[config.mk]
export PLATFORM = sky130hd
export DESIGN_NAME = sqrt_flat
export DESIGN_NICKNAME = d
export VERILOG_FILES = /design/src/rtl/sqrt_pkg.sv /design/src/rtl/sqrt_if.sv /design/src/rtl/sqrt_core.sv /design/src/rtl/sqrt.sv /design/src/flat_wrapper.sv
export SDC_FILE = /design/constraint.sdc
export NUM_CORES = 1
export LEC_CHECK = 0
export BUFFER_PORTS_ARGS = -buffer_cell sky130_fd_sc_hd__buf_2
export CORE_MARGIN = 2
export CORE_UTILIZATION = 25
export DETAILED_ROUTE_END_ITERATION = 6
export GPL_TIMING_DRIVEN = 0
export MAX_ROUTING_LAYER = met4
export PLACE_DENSITY = 0.51
export SYNTH_ARGS = -nofsm -noshare
export SYNTH_HDL_FRONTEND = slang
export SYNTH_SLANG_ARGS = --single-unit
[constraint.sdc]
create_clock -name clk -period 9.2 [get_ports clk]
set_clock_uncertainty 0.1 [all_clocks]
set_input_delay 0 -clock clk [delete_from_list [all_inputs] [get_ports clk]]
set_output_delay 0 -clock clk [all_outputs]
set_load 0.05 [all_outputs]
[src/rtl/sqrt_pkg.sv]
// Shared constants, FSM state encodings and helpers for the binary32 square-root unit.
package sqrt_pkg;
  localparam int BIAS   = 127;
  localparam int EXP_W  = 8;
  localparam int FRAC_W = 23;

  localparam logic [31:0] QNAN = 32'h7FC00000;
  localparam logic [31:0] PINF = 32'h7F800000;

  localparam logic [1:0] S_IDLE   = 2'd0;
  localparam logic [1:0] S_UNPACK = 2'd1;
  localparam logic [1:0] S_ITER   = 2'd2;
  localparam logic [1:0] S_ROUND  = 2'd3;

  // Leading-zero count of a 23-bit fraction; the highest set bit wins.
  function automatic logic [4:0] lzc23(input logic [22:0] f);
    logic [4:0] n;
    n = 5'd23;
    for (int i = 0; i < 23; i++)
      if (f[i]) n = 5'(22 - i);
    return n;
  endfunction
endpackage

[src/rtl/sqrt_if.sv]
// Operand/result handshake bundle for the square-root unit.
interface sqrt_if;
  logic [31:0] a;
  logic        start;
  logic [31:0] out;
  logic        busy;
  logic        done;

  modport master (output a, start, input out, busy, done);
  modport slave  (input a, start, output out, busy, done);
endinterface

[src/rtl/sqrt_core.sv]
// Restoring integer square root of a 50-bit radicand, one root bit per step.
module sqrt_core (
  input  logic        clk,
  input  logic        reset,
  input  logic        i_load,
  input  logic        i_step,
  input  logic [49:0] i_rad,
  output logic [24:0] o_q,
  output logic        o_rem_nz
);
  logic [49:0] r_rad;
  logic [27:0] r_rem;
  logic [24:0] r_q;

  logic [27:0] w_rem_sh;
  logic [27:0] w_trial;
  logic        w_ge;

  // Bring down the next two radicand bits and try appending a 1 to the root.
  assign w_rem_sh = {r_rem[25:0], r_rad[49:48]};
  assign w_trial  = {1'b0, r_q, 2'b01};
  assign w_ge     = (w_rem_sh >= w_trial);

  always_ff @(posedge clk) begin
    if (reset) begin
      r_rad <= '0;
      r_rem <= '0;
      r_q   <= '0;
    end else if (i_load) begin
      r_rad <= i_rad;
      r_rem <= '0;
      r_q   <= '0;
    end else if (i_step) begin
      r_rad <= {r_rad[47:0], 2'b00};
      r_rem <= w_ge ? (w_rem_sh - w_trial) : w_rem_sh;
      r_q   <= {r_q[23:0], w_ge};
    end
  end

  assign o_q      = r_q;
  assign o_rem_nz = |r_rem;
endmodule

[src/rtl/sqrt.sv]
// Sequential binary32 square root: unpack, 25 root iterations, round; 27-cycle latency.
// SQRT_DENORM_EN: normalize subnormal operands instead of flushing them to signed zero.
module sqrt
  import sqrt_pkg::*;
(
  input  logic   clk,
  input  logic   reset,
  sqrt_if.slave  bus
);
  logic [1:0]        r_state;
  logic [4:0]        r_cnt;
  logic [31:0]       r_a;
  logic signed [9:0] r_ee;
  logic              r_spec;
  logic [31:0]       r_spec_val;
  logic [31:0]       r_out;
  logic              r_done;

  logic              w_s;
  logic [7:0]        w_e;
  logic [22:0]       w_f;
  logic              w_zero, w_sub, w_inf, w_nan, w_flush;
  logic [23:0]       w_m;
  logic signed [9:0] w_ee;
  logic [49:0]       w_rad;
  logic              w_spec;
  logic [31:0]       w_spec_val;
  logic [24:0]       w_q;
  logic              w_rem_nz;
  logic              w_up;
  logic [24:0]       w_sig;
  logic [7:0]        w_exp;
  logic [22:0]       w_frac;
  logic [31:0]       w_res;
`ifdef SQRT_DENORM_EN
  logic [4:0]        w_k;
`endif

  assign w_s    = r_a[31];
  assign w_e    = r_a[FRAC_W +: EXP_W];
  assign w_f    = r_a[FRAC_W-1:0];
  assign w_zero = (w_e == 8'd0)   && (w_f == 23'd0);
  assign w_sub  = (w_e == 8'd0)   && (w_f != 23'd0);
  assign w_inf  = (w_e == 8'hFF)  && (w_f == 23'd0);
  assign w_nan  = (w_e == 8'hFF)  && (w_f != 23'd0);

  always_comb begin
    w_m     = {1'b1, w_f};
    w_ee    = {2'b00, w_e};
    w_flush = 1'b0;
`ifdef SQRT_DENORM_EN
    w_k = lzc23(w_f);
    if (w_sub) begin
      w_m  = {1'b0, w_f} << (w_k + 5'd1);
      w_ee = 10'sd0 - $signed({5'd0, w_k});
    end
`else
    w_flush = w_sub;
`endif
  end

  // Odd biased exponent means an even unbiased one: no extra pre-scale needed.
  assign w_rad = w_ee[0] ? {1'b0, w_m, 25'd0} : {w_m, 26'd0};

  always_comb begin
    w_spec     = 1'b1;
    w_spec_val = QNAN;
    if (w_nan)                w_spec_val = QNAN;
    else if (w_zero || w_flush) w_spec_val = {w_s, 31'd0};
    else if (w_s)             w_spec_val = QNAN;
    else if (w_inf)           w_spec_val = PINF;
    else begin
      w_spec     = 1'b0;
      w_spec_val = 32'd0;
    end
  end

  sqrt_core u_core (
    .clk      (clk),
    .reset    (reset),
    .i_load   (r_state == S_UNPACK),
    .i_step   (r_state == S_ITER),
    .i_rad    (w_rad),
    .o_q      (w_q),
    .o_rem_nz (w_rem_nz)
  );

  // Guard set implies a nonzero remainder (no ties), so this is plain RNE.
  assign w_up   = w_q[0] & (w_rem_nz | w_q[1]);
  assign w_sig  = {1'b0, w_q[24:1]} + {24'd0, w_up};
  assign w_exp  = 8'((r_ee + 10'(BIAS)) >>> 1) + {7'd0, w_sig[24]};
  assign w_frac = w_sig[24] ? 23'd0 : 23'(w_sig);
  assign w_res  = {1'b0, w_exp, w_frac};

  always_ff @(posedge clk) begin
    if (reset) begin
      r_state    <= S_IDLE;
      r_cnt      <= '0;
      r_a        <= '0;
      r_ee       <= '0;
      r_spec     <= 1'b0;
      r_spec_val <= '0;
      r_out      <= '0;
      r_done     <= 1'b0;
    end else begin
      r_done <= 1'b0;
      case (r_state)
        S_IDLE: if (bus.start) begin
          r_a     <= bus.a;
          r_state <= S_UNPACK;
        end
        S_UNPACK: begin
          r_ee       <= w_ee;
          r_spec     <= w_spec;
          r_spec_val <= w_spec_val;
          r_cnt      <= '0;
          r_state    <= S_ITER;
        end
        S_ITER: begin
          if (r_cnt == 5'd24) r_state <= S_ROUND;
          else                r_cnt   <= r_cnt + 5'd1;
        end
        S_ROUND: begin
          r_out   <= r_spec ? r_spec_val : w_res;
          r_done  <= 1'b1;
          r_state <= S_IDLE;
        end
        default: r_state <= S_IDLE;
      endcase
    end
  end

  assign bus.out  = r_out;
  assign bus.busy = (r_state != S_IDLE);
  assign bus.done = r_done;
endmodule

[src/flat_wrapper.sv]
// flat-port wrapper written by rule: the top's interface ports become plain ports
module sqrt_flat import sqrt_pkg::*;
  (clk, reset, bus_a, bus_start, bus_out, bus_busy, bus_done);
  sqrt_if bus_i ();
  input  logic clk;
  input  logic reset;
  input wire logic [$bits(bus_i.a)-1:0] bus_a;
  input wire logic [$bits(bus_i.start)-1:0] bus_start;
  output wire logic [$bits(bus_i.out)-1:0] bus_out;
  output wire logic [$bits(bus_i.busy)-1:0] bus_busy;
  output wire logic [$bits(bus_i.done)-1:0] bus_done;
  assign bus_i.a = bus_a;
  assign bus_i.start = bus_start;
  assign bus_out = bus_i.out;
  assign bus_busy = bus_i.busy;
  assign bus_done = bus_i.done;
  sqrt u_core (.clk(clk), .reset(reset), .bus(bus_i));
endmodule
==> results of run 1 <==
==> final cells by class <==
| cell class | count | area (um^2) | area share |
|---|---|---|---|
| plain buffers | 69 | 367 | 0.0331 |
| clock buffers | 18 | 429 | 0.0387 |
| clock inverters | 14 | 201 | 0.0182 |
| inverters | 47 | 176 | 0.0159 |
| multi-input cells | 872 | 5380 | 0.486 |
| flip-flops and latches | 162 | 3240 | 0.293 |
| well taps | 468 | 586 | 0.0528 |
| repair buffers | 103 | 696 | 0.0628 |
==> through the flow <==
step	total power, uW	setup slack [ps]	hold slack [ps]
2_1_floorplan	3310	5930	36.0
3_3_place_gp	4070	5370	147
3_5_place_dp	4080	5310	150
4_1_cts	4880	5270	224
5_1_grt	5290	4940	247
6_report	4890	5340	246
==> worst max-delay path, delay by kind of cell (launching register included) <==
family	cells	cell delay [ps]
flops	1	440
simple gates	6	1440
buf+inv	1	100
fa+ha+maj	3	820
compound gates	3	680
xor+xnor	1	180
==> cells by family after synthesis <==
group | synth area share
AND/OR/NAND/NOR | 0.219
AO/OA/AOI/OAI | 0.181
flip-flops | 0.354
buffers and inverters | 0.0592
multiplexers | 0.0909
XOR/XNOR | 0.0449
adder cells (fa/ha/maj) | 0.0518
==> placed cells by master (no fill, tap or decap), drive strengths merged, types with 5 or more instances in the layout <==
cell,instances
ha,38
nor2,163
dlygate4sd3,36
xnor2,35
clkbuf,68
o21ai,37
nand3,31
a21o,10
nor4,19
o21bai,5
o211ai,10
a221oi,5
a311oi,7
a31oi,11
buf,85
and2,5
and3,7
dfxtp,162
a211oi,13
mux2i,81
a21oi,138
nor3,14
inv,52
a22o,5
nand2,123
nor2b,26
nand4,14
xor2,12
nand2b,17
or2,5
==> state kept, by name, indices dropped and copies added, names as in the netlist <==
| signal | count |
|---|---|
| u_core.r_spec_val | 3 |
| u_core.u_core.r_rem | 28 |
| u_core.u_core.o_q | 25 |
| u_core.r_cnt | 5 |
| u_core.r_state | 2 |
| u_core.bus.done | 1 |
| u_core.r_a | 32 |
| u_core.bus.out | 32 |
| u_core.r_spec | 1 |
| u_core.r_ee | 8 |
| u_core.u_core.r_rad | 25 |
==> worst paths after layout <==
| check | startpoint | endpoint | cells after the start |
|---|---|---|---|
| worst max-delay path | u_core.u_core.o_q[0]$_SDFFE_PP0P_ | u_core.bus.out[27]$_SDFFE_PP0P_ | 14 |
| worst max register to register | u_core.u_core.o_q[0]$_SDFFE_PP0P_ | u_core.bus.out[27]$_SDFFE_PP0P_ | 14 |
| worst min-delay path | bus_a[28] | u_core.r_a[28]$_SDFFE_PP0P_ | 4 |
| worst min register to register | u_core.u_core.r_rad[26]$_SDFFE_PP0P_ | u_core.u_core.r_rad[26]$_SDFFE_PP0P_ | 2 |
==> power groups by stage <==
| stage | Sequential, uW | Clock (uW) | Combinational, uW |
|---|---|---|---|
| after floorplan | 943 | 0 | 2370 |
| after global placement | 961 | 0 | 3110 |
| after detailed placement | 964 | 0 | 3110 |
| after CTS | 949 | 795 | 3140 |
| after global routing | 970 | 827 | 3490 |
| final | 951 | 779 | 3160 |
==> layer usage <==
metal | track usage | vias up
li1 | - | 4257
met4 | 0.0396 | 0
met5 | - | -
met3 | 0.0233 | 19
met2 | 0.224 | 168
met1 | 0.197 | 3972
==> metrics.md, run 1 <==
| Metric | Value |
|---|---|
| Most area-consuming cells after synthesis | dfxtp_1, mux2i_1, a21oi_1 |
| Buffers on Ports | 67 |
| TNS Setup | 0 ps |
| Yosys top cell area share | 0.354 |
| Clock Power Share | 0.159 |
| CTS resizes | 0 |
| Unrepaired setup endpoints after global routing | false |
| Die ar. | 38,200 um^2 |
| Vias/cell | 4.80 |
| Gr usage total | 0.145 |
| Hold Vio Cnt, Final | 0 |
| Rows | 70 |
| YS warnings | 0 |
| Crit path DAT | slightly above 4000 ps |
| Placed instance area | between 10,000 and 15,000 um^2 |
| Layout area overhead | 20.8% |
| Chip width | roughly 200 um |
| Final antenna-violating net count | 0 |
| Critical Path Most Common Cell | ha_1 |
| Synth Flop Type | dfxtp_1 |
| R2R setup slack | approximately 5300 ps |
| # diodes | 0 |
| Total wire length | 26,400 um |
| Worst hold path type | primary input to flip-flop |
| CP cell instances | inv_1 > nor2_1 > ha_1 > nand3_1 > or4_1 > nor4_2 > ha_1 > ha_1 > nor2b_1 > a2111oi_0 > a41oi_1 > xnor2_1 > nand2b_1 > a311oi_1 |
| Final Cycle Share | 0.420 |
| Worst-Skew Late Latency | about 440 ps |
| Clock Pin Slew Worst Setup and Hold Paths | 70 ps |
| Maxcap violations | 0 |
| Final max-slew violation count | 0 |
| Peak per-stage delay on the critical path | around 600 ps |
| Flop pwr share | 0.194 |
| Peak supply drop | just under 400 uV |
| Crit-path slowest cell | or4_1 |
| DRC viols | 0 |
| Vias in the first global route | just over 8,000 |
| Total CTS buffers | 17 |
| Lkg Pwr | roughly 0.0043 uW |
| Congestion Overflow GR | 0 |
| Post-synthesis cell type count | 70 |
| Mapped Area | 9170 um^2 |
| Cells after DPL | about 1,700 |
| CTS sink cnt | 162 |
| Worst slew pin tran | a little under 900 ps |
| CTS tree | built |
| Met3 routed WL | 871 um |
| I/O pin count | slightly below 70 |
| Detailed-router iteration count before antenna repair | 5 |
| Wire length on met1 | roughly 13,000 um |
| WL met2 | around 12,000 um |
| Status | complete, no violations |
| Tmin final | slightly below 4000 ps |
| Switching share of power | 0.478 |
| Post-synthesis register bit count | 162 |
| First-pass GRT wire length | 43,000 um |
| CP Class | flip-flop to flip-flop |
| Setup Fix Bufs, Post-CTS | 0 |
| Clk root buf | clkbuf_16 |
| Gp weighted congestion | around 0.86 |
| CTS Hold Bufs | 36 |
| Core Util, Final | 0.305 |
| Initial core utilization | 0.252 |
| Final HPWL DP | just under 20,000 um |
| Final setup viols | 0 |
| FMAX | about 0.26 GHz |
| Nets | ~1,300 |
| Share of cells above drive strength 1 | 0.105 |
| Initial DRC Count | about 660 |
| Post-synth EDFFs | 0 |
| Seq/Total Area, Yosys | 0.354 |
| Gate power share | 0.646 |
| Fin area | roughly 11,000 um^2 |
| NetSw | approximately 2300 uW |
| Wire length per cell | ~15 um |
| Average size of a mapped cell | ~8.0 um^2 |
| Post-route insts no fill | around 1,800 |
| Cells after synthesis | around 1,200 |
| Core box area | roughly 36,000 um^2 |
| Synth cell count leaders | dfxtp_1, nor2_1, a21oi_1, nand2_1, mux2i_1 |
| Crit path max fanout | 5 |
| # fillers | slightly below 4,000 |
| Chip Height | about 200 um |
| Req. time, crit path | between 9000 and 10,000 ps |
| Pwr Density | between 400 and 500 nW/um^2 |
| Syn nets | 1,223 |
| CP startpoint kind | flip-flop |
| Vias | 8,416 |
| Max layer used | met4 |
| Max Root-Sink Buffers | 2 |
| Cell taking the most area after synthesis | dfxtp_1 |
| Internal Power | 2550 uW |
| CTS HTree Levels | 4 |
| Largest net degree at the start of global routing | 17 |
| Ys async rst share | 0 |
| Initial antenna violation count | 0 |
| Worst Setup End Kind | flip-flop |
| Slew margin rel. | 0.412 |
No activity file was read; power rests on OpenSTA's default activity.
==> inputs of run 2 (changes only) <==
==> constraint.sdc (replaced) <==
create_clock -name clk -period 3.7 [get_ports clk]
set_clock_uncertainty 0.1 [all_clocks]
set_input_delay 0 -clock clk [delete_from_list [all_inputs] [get_ports clk]]
set_output_delay 0 -clock clk [all_outputs]
set_load 0.05 [all_outputs]
==> metrics.md, run 2 (synthesis gave the netlist of run 1 again) <==
| Metric | Value |
|---|---|
| Cells after DPL | 1,685 (unchanged) |
| TNS Setup | 0 ps (unchanged) |
| I/O pin count | 69 (unchanged) |
| Detailed-router iteration count before antenna repair | 5 (unchanged) |
| Nets | 1,346 (was 1,345) |
| Most frequent cells in the layout | nor2_1, dfxtp_1, a21oi_1 (unchanged) |
| FMAX | 0.294 GHz (was 0.259 GHz) |
| Total wire length | 26,500 um (was 26,400 um) |
| Unrepaired setup endpoints after global routing | false (unchanged) |
| CP startpoint kind | flip-flop (unchanged) |
| Hold Crit Depth | 4 (unchanged) |
| Worst hold path type | primary input to flip-flop (unchanged) |
| Max Root-Sink Buffers | 2 (unchanged) |
| CTS sink cnt | 162 (unchanged) |
| Final HPWL DP | 19,800 um (unchanged) |
| Lkg Pwr | 0.00436 uW (was 0.00434 uW) |
| Final antenna-violating net count | 0 (unchanged) |
| Vias in the first global route | 8,093 (was 8,094) |
| Worst-Skew Late Latency | 430 ps (was 440 ps) |
| Hold path endpoint | u_core.r_a[28]$_SDFFE_PP0P_ (unchanged) |
| CP Class | flip-flop to flip-flop (unchanged) |
| Pwr Density | 1090 nW/um^2 (was 441 nW/um^2) |
| Post-route insts no fill | 1,754 (was 1,753) |
| Final Cycle Share | 0.920 (was 0.420) |
| Req. time, crit path | 3950 ps (was 9450 ps) |
| Final max-slew violation count | 0 (unchanged) |
| Slew margin rel. | 0.393 (was 0.412) |
| # diodes | 0 (unchanged) |
| Buffers on Ports | 67 (unchanged) |
| Status | complete, no violations (unchanged) |
| Largest net degree at the start of global routing | 17 (unchanged) |
| Clk root buf | clkbuf_16 (unchanged) |
| Vias/cell | 4.80 (about the same) |
| Chip Height | 196 um (unchanged) |
| Core box area | 36,300 um^2 (unchanged) |
| FF-to-FF path depth | 14 (unchanged) |
| First-pass GRT wire length | 43,000 um (about the same) |
| CTS HTree Levels | 4 (unchanged) |
| R2R setup slack | 300 ps (was 5340 ps) |
| Gp weighted congestion | 0.862 (unchanged) |
| Tmin final | 3400 ps (was 3860 ps) |
| Wire length per cell | 15.1 um (about the same) |
| Hold Vio Cnt, Final | 0 (unchanged) |
| Clock Pin Slew Worst Setup and Hold Paths | 70 ps (about the same) |
| Rows | 70 (unchanged) |
| Die ar. | 38,200 um^2 (unchanged) |
| Layout area overhead | 21.2% (was 20.8%) |
| RR Endpoint | u_core.bus.out[27]$_SDFFE_PP0P_ (unchanged) |
| CTS tree | built (unchanged) |
| Final setup viols | 0 (unchanged) |
| Crit path DAT | 3650 ps (was 4110 ps) |
| Initial antenna violation count | 0 (unchanged) |
| Total chip power | 12,200 uW (was 4890 uW) |
| Reg2reg start | u_core.u_core.o_q[0]$_SDFFE_PP0P_ (unchanged) |
| Maxcap violations | 0 (unchanged) |
| Gr usage total | 0.145 (about the same) |
| DRC viols | 0 (unchanged) |
| Worst Hold Launch | bus_a[28] (unchanged) |
| Initial DRC Count | 650 (was 655) |
| Peak supply drop | 979 uV (was 396 uV) |
| Congestion Overflow GR | 0 (unchanged) |
| # fillers | 3,896 (was 3,893) |
| Crit path max fanout | 5 (unchanged) |
| Chip width | 196 um (unchanged) |
| Worst slew pin tran | 911 ps (was 882 ps) |
| Worst Setup End Kind | flip-flop (unchanged) |
| Initial core utilization | 0.252 (unchanged) |
| Total CTS buffers | 17 (unchanged) |
| Vias | 8,426 (was 8,416) |
| Share of cells above drive strength 1 | 0.110 (was 0.105) |
## run 2: cell types whose count changed in the layout (fill, tap and decap cells not counted), sizes merged
cell / before / now
buf: 85 / 86
## run 2: repair_timing
action,4_1_cts,5_1_grt
setup buffers,0,1
hold endpoints to repair,35,0
pin swaps,0,2
hold buffers,36,0
gates resized for setup,4,4
setup endpoints to repair,1,1
## run 2: final cells by class
class | count | area (um^2) | share of cell area
inverters | 47 | 176 | 0.0159
clock buffers | 18 | 429 | 0.0386
multi-input cells | 872 | 5410 | 0.487
flip-flops and latches | 162 | 3240 | 0.292
clock inverters | 14 | 201 | 0.0181
well taps | 468 | 586 | 0.0527
repair buffers | 104 | 703 | 0.0633
plain buffers | 69 | 367 | 0.0330
## run 2: worst max-delay path by stage
stage,from,end,cells after the start,slack [ps]
after floorplan,u_core.u_core.o_q[0]$_SDFFE_PP0P_,u_core.bus.out[27]$_SDFFE_PP0P_,14,430
after global placement,u_core.u_core.o_q[0]$_SDFFE_PP0P_,u_core.bus.out[27]$_SDFFE_PP0P_,14,-130
after detailed placement,u_core.u_core.o_q[0]$_SDFFE_PP0P_,u_core.bus.out[27]$_SDFFE_PP0P_,14,-190
after CTS,u_core.u_core.o_q[0]$_SDFFE_PP0P_,u_core.bus.out[27]$_SDFFE_PP0P_,14,20
after global routing,u_core.u_core.o_q[0]$_SDFFE_PP0P_,u_core.bus.out[27]$_SDFFE_PP0P_,14,4
final,u_core.u_core.o_q[0]$_SDFFE_PP0P_,u_core.bus.out[27]$_SDFFE_PP0P_,14,300
## run 2: per-stage QoR
stage,worst slack [ps],cell area (um^2),utilization,hold WS [ps]
final,297,11100,0.306,248
after floorplan,427,9170,-,36.0
after detailed placement,-189,10100,0.278,150
after global routing,3.60,11100,0.306,247
after global placement,-132,10100,0.278,147
after CTS,17.7,11100,0.305,224
## run 2: critical path, stage by stage (launching register included)
cell and delay (ps):
dfxtp_2 380, inv_1 90, nor2_2 160, ha_2 220, nand3_1 120, or4_4 580
nor4_4 200, ha_2 270, ha_2 230, nor2b_1 60, a2111oi_1 310, a41oi_1 100
xnor2_1 180, nand2b_1 70, a311oi_1 230
## run 2: metal layers
layer	global-route usage	wire length, um	vias to the layer above
li1	-	-	4258
met1	0.197	13200	3965
met2	0.224	11900	181
met3	0.0233	1060	22
met4	0.0396	373	0
met5	-	0	-
## run 2: power breakdown
part | leakage (uW) | switching [uW] | total, uW | internal [uW]
registers | 0.00131 | 304 | 2370 | 2060
logic | 0.00275 | 4700 | 7850 | 3150
clock network | 0.000296 | 794 | 1940 | 1140
total | 0.00436 | 5800 | 12200 | 6350
